--- config.mk ---
export PLATFORM = sky130hd
export DESIGN_NAME = proc_datapath
export DESIGN_NICKNAME = d
export VERILOG_FILES = /design/src/rtl/proc_datapath.sv
export SDC_FILE = /design/constraint.sdc
export NUM_CORES = 1
export LEC_CHECK = 0
export CORE_ASPECT_RATIO = 0.7
export CORE_MARGIN = 3
export CORE_UTILIZATION = 35
export DETAILED_ROUTE_END_ITERATION = 7
export PLACE_DENSITY = 0.58
export SYNTH_ARGS = -nofsm -noshare
export SYNTH_HDL_FRONTEND = slang
export SYNTH_SLANG_ARGS = --single-unit
export TNS_END_PERCENT = 5
--- constraint.sdc ---
create_clock -name clk -period 4 [get_ports clk]
set_input_delay 0.8 -clock clk [delete_from_list [all_inputs] [get_ports clk]]
set_output_delay 0.8 -clock clk [all_outputs]
set_load 0.005 [all_outputs]
--- src/rtl/proc_datapath.sv ---
// Processor datapath: PC, IR, R0-R3, A/G, add/sub ALU, display register and a shared memory port.
// Optional macro DP_FLAGS_EN adds zero/carry/overflow flags that are registered on each Gin edge.
module proc_datapath #(
   parameter int unsigned DW = 16,
   parameter int unsigned AW = 8
) (
   input  logic          clk,
   input  logic          reset,
   input  logic          _Extern,
   input  logic          Gout,
   input  logic          Ain,
   input  logic          Gin,
   input  logic          DPin,
   input  logic          RdX,
   input  logic          RdY,
   input  logic          WrX,
   input  logic          add_sub,
   input  logic          pc_en,
   input  logic          ILin,
   input  logic          rf_sel,
   input  logic          sw_sel,
   input  logic          MemWr,
   input  logic          AddrSel,
   input  logic [DW-1:0] mem_rdata,
   output logic [3:0]    operation,
   output logic [AW-1:0] mem_addr,
   output logic [DW-1:0] mem_wdata,
   output logic          mem_we,
   output logic [DW-1:0] disp_out,
   output logic [AW-1:0] pc_out
`ifdef DP_FLAGS_EN
   ,
   output logic          flag_z,
   output logic          flag_c,
   output logic          flag_v
`endif
);

   logic [AW-1:0] pc_q;
   logic [DW-1:0] ir_q;
   logic [DW-1:0] a_q;
   logic [DW-1:0] g_q;
   logic [DW-1:0] disp_q;
   logic [DW-1:0] r_q [4];

   logic [1:0]    x;
   logic [1:0]    y;
   logic [DW-1:0] imm;
   logic [DW-1:0] rd_port;
   logic [DW-1:0] b_op;
   logic [DW-1:0] alu_res;
   logic [DW-1:0] wr_data;

   assign x   = ir_q[11:10];
   assign y   = ir_q[9:8];
   assign imm = {{(DW-8){1'b0}}, ir_q[7:0]};

   always_comb begin
      rd_port = '0;
      if (RdX) begin
         rd_port = r_q[x];
      end else if (RdY) begin
         rd_port = r_q[y];
      end
   end

   always_comb begin
      b_op = '0;
      if (rf_sel) begin
         b_op = rd_port;
      end else if (sw_sel) begin
         b_op = imm;
      end
   end

`ifdef DP_FLAGS_EN
   // Subtract as A + ~B + 1 so the top bit is the no-borrow indication.
   logic [DW:0] alu_wide;
   logic        ovf;

   always_comb begin
      if (add_sub) begin
         alu_wide = {1'b0, a_q} + {1'b0, ~b_op} + (DW+1)'(1);
      end else begin
         alu_wide = {1'b0, a_q} + {1'b0, b_op};
      end
   end

   assign alu_res = alu_wide[DW-1:0];

   always_comb begin
      if (add_sub) begin
         ovf = (a_q[DW-1] != b_op[DW-1]) && (alu_res[DW-1] != a_q[DW-1]);
      end else begin
         ovf = (a_q[DW-1] == b_op[DW-1]) && (alu_res[DW-1] != a_q[DW-1]);
      end
   end
`else
   assign alu_res = add_sub ? (a_q - b_op) : (a_q + b_op);
`endif

   always_comb begin
      wr_data = '0;
      if (_Extern) begin
         wr_data = mem_rdata;
      end else if (Gout) begin
         wr_data = g_q;
      end
   end

   always_ff @(posedge clk or negedge reset) begin
      if (!reset) begin
         pc_q   <= '0;
         ir_q   <= '0;
         a_q    <= '0;
         g_q    <= '0;
         disp_q <= '0;
         for (int i = 0; i < 4; i++) begin
            r_q[i] <= '0;
         end
`ifdef DP_FLAGS_EN
         flag_z <= 1'b0;
         flag_c <= 1'b0;
         flag_v <= 1'b0;
`endif
      end else begin
         if (Ain) a_q <= rd_port;
         if (Gin) g_q <= alu_res;
         if (DPin) disp_q <= rd_port;
         if (WrX) r_q[x] <= wr_data;
         if (ILin) ir_q <= mem_rdata;
         if (pc_en) pc_q <= pc_q + 1'b1;
`ifdef DP_FLAGS_EN
         if (Gin) begin
            flag_z <= (alu_res == '0);
            flag_c <= alu_wide[DW];
            flag_v <= ovf;
         end
`endif
      end
   end

   assign operation = ir_q[15:12];
   assign mem_addr  = AddrSel ? r_q[y][AW-1:0] : pc_q;
   assign mem_wdata = r_q[x];
   assign mem_we    = MemWr;
   assign disp_out  = disp_q;
   assign pc_out    = pc_q;

endmodule

==> run metrics <==
Comb pwr share 0.402; Slew @ Worst Pin 0.950 ns; Starting Density 0.362; status finished, violations left; via count 6,288; first-pass iteration count of the detailed router 5; Pint 4320 uW; failing checks setup timing; RSZ-0062 raised after global routing yes; clock network fraction of total power 0.277; dpl cell area 9370 um2; GP Congestion 0.839; maximum VDD drop 0.351 mV; Mapped Avg Cell Area 10.4 um2; largest net degree at the start of global routing 89; clk_lat worst skew 0.44 ns; crit path DAT 4.38 ns; Worst R2R Setup Slack -0.07 ns; Primary FF master, synth dfrtp_1; Via density 5.25; Synth Warn # 0; max frequency 246 MHz; Slew headroom 0.365; antenna violations before repair 0; final instance area 10,300 um2; CTS tree built; Routed Antenna Nets 0; ys async rst share 1.00; Root Buffer clkbuf_16; reg2reg path depth 17; Setup crit start ir_q[8]; final WL 21.8 mm; DPL Wire Length 16.2 mm; commonest non-fill, non-tap cell in the layout dfrtp_1; Post-Synthesis Cells 737; Unique masters post-synth 64; first-pass GRT wire length 34.5 mm; final setup violation count 4; CTS hold repair buffers 0; total track usage 0.190; fin crit share 1.02; Hold Fails Final Rpt 0; die area 23,600 um2; reg2reg start ir_q[8]; Post-synth EDFFs 0; Ports 86; row count 44; Worst Path Max Fanout 5; leak pwr 0.00442 uW; share of layout cells above drive strength 1 0.281; final worst slack -0.0722 ns; antenna cells 0; syn nets 788; synthesized cell area 7630 um2; Sink Count 136; DR DRC count 0; max-cap violations 0; die width 182 um; Max H-tree Level 4; skew final 0.00746 ns; NetSw 2120 uW; worst hold slack 0.428 ns; register bit total from synthesis 136; WP data required 4.31 ns; most frequent cells in the layout dfrtp_1 (135), buf_4 (111), clkdlybuf4s50_1 (80); Seq/Total Area, Yosys 0.446; PD cells 625 nW/um2; Congestion Overflow GR 0; Core ar. 21,100 um2; P&R area growth vs syn 35.1%; clk buf depth 2; cts bufs inserted 17; DR iter-0 viols 484; Sw Ratio 0.330; Worst Hold Class input port to asynchronous set/reset pin; share of power burned in registers 0.320; CTS clk-pin slew, worst paths 0.06 ns; fin. max-slew vios 0; Min Clock Period, post-route 4.07 ns; port bufs 83; capturing point of the worst reg2reg path g_q[14]; kind of critical path register to register; wire length per cell 18.2 um; vias in the first global route 6,061; Die Height 130 um; fin nets 959; Startpoint Class register; Setup crit end kind register
==> registers in the layout (all words and copies together) (netlist names) <==
| register | flops |
|---|---|
| ir_q | 16 |
| r_q | 64 |
| a_q | 16 |
| g_q | 16 |
| disp_out | 16 |
| pc_out | 8 |
==> how the worst max path moves through the flow <==
stage | endpoint | slack (ns) | depth (start not counted)
CTS | g_q[14] | 0.02 | 17
finish | g_q[14] | -0.07 | 17
floorplan | g_q[14] | -0.02 | 18
detailed placement | g_q[14] | -0.73 | 17
global placement | g_q[14] | -0.58 | 17
global route | g_q[12] | -0.25 | 16
==> worst max-delay path: stages, from the launching register on <==
cell	delay, ns
dfrtp_2	0.44
buf_6	0.13
mux4_2	0.55
a221oi_4	0.32
a2bb2oi_2	0.24
ha_4	0.22
nor2_2	0.07
a21o_1	0.12
inv_1	0.06
fa_2	0.34
nor2b_1	0.16
o21ai_2	0.09
a21boi_2	0.18
o21ai_2	0.11
a211oi_4	0.26
o41a_1	0.27
a211oi_2	0.08
or3_1	0.30
==> cell usage after synthesis, types with 5 or more instances <==
master / n / area share
inv_1: 10 / 0.0049
or3_1: 6 / 0.0049
buf_6: 7 / 0.010
a21o_1: 5 / 0.0049
o21a_1: 6 / 0.0059
xnor2_1: 17 / 0.020
mux2i_1: 18 / 0.024
a22oi_1: 20 / 0.020
nand2b_1: 5 / 0.0041
o21ai_0: 67 / 0.044
a21oi_1: 73 / 0.048
nor3_1: 11 / 0.0072
buf_4: 6 / 0.0059
nand3_1: 10 / 0.0066
mux4_1: 9 / 0.031
mux4_2: 14 / 0.041
xor2_1: 10 / 0.011
ha_1: 17 / 0.028
nor2_1: 72 / 0.035
mux2_2: 39 / 0.058
clkbuf_1: 29 / 0.014
nand2_1: 73 / 0.036
dfrtp_1: 136 / 0.45
o22ai_1: 5 / 0.0041
nor2b_1: 6 / 0.0049
==> power groups by stage <==
stage                     Clock (uW)  Combinational (uW)  Sequential (uW)
final                           1790                2590             2060
after global routing            1890                2840             2120
after CTS                       1810                2480             2070
after detailed placement           0                2410             2080
after global placement             0                2390             2080
after floorplan                    0                1400             1980
==> area by class of cell <==
type                       instances  area [um2]
inverter                          11        41.3
timing repair buffer             201        1770
sequential                       136        3400
tap                              276         345
clock buffer                      18         439
clock inverter                    14         221
multi-input combinational        541        4090
fill                            1969       10800
==> through the flow <==
step / setup slack, ns / TNS (ns) / total power, uW / cells / util
finish: -0.0722 / -0.215 / 6440 / 1197 / 0.489
global route: -0.247 / -1.03 / 6840 / 1197 / 0.489
global placement: -0.584 / -4.69 / 4470 / 1151 / 0.444
detailed placement: -0.735 / -5.87 / 4500 / 1151 / 0.444
CTS: 0.0160 / 0 / 6360 / 1187 / 0.480
floorplan: -0.0205 / -0.0205 / 3380 / 737 / -
==> repair_timing <==
action	4_1_cts	5_1_grt
hold endpoints to repair	0	0
resized for setup	17	33
setup buffers	4	10
setup endpoints to repair	9	7
pin swaps	4	27
==> per-layer routing <==
layer  GRT usage  up-vias  part of all wire
met2       0.284      171              0.44
li1            -     3021                 -
met1       0.283     3073              0.50
met5           0        -                 0
met4      0.0466        0             0.012
met3      0.0418       23             0.051
==> cells by family after synthesis <==
kind of cell	synth area share
AND/OR/NAND/NOR	0.124
adder cells (fa/ha/maj)	0.0305
XOR/XNOR	0.0310
buffers and inverters	0.0431
multiplexers	0.154
AO/OA/AOI/OAI	0.171
flip-flops	0.446
Power figures use the tool's default switching activity.
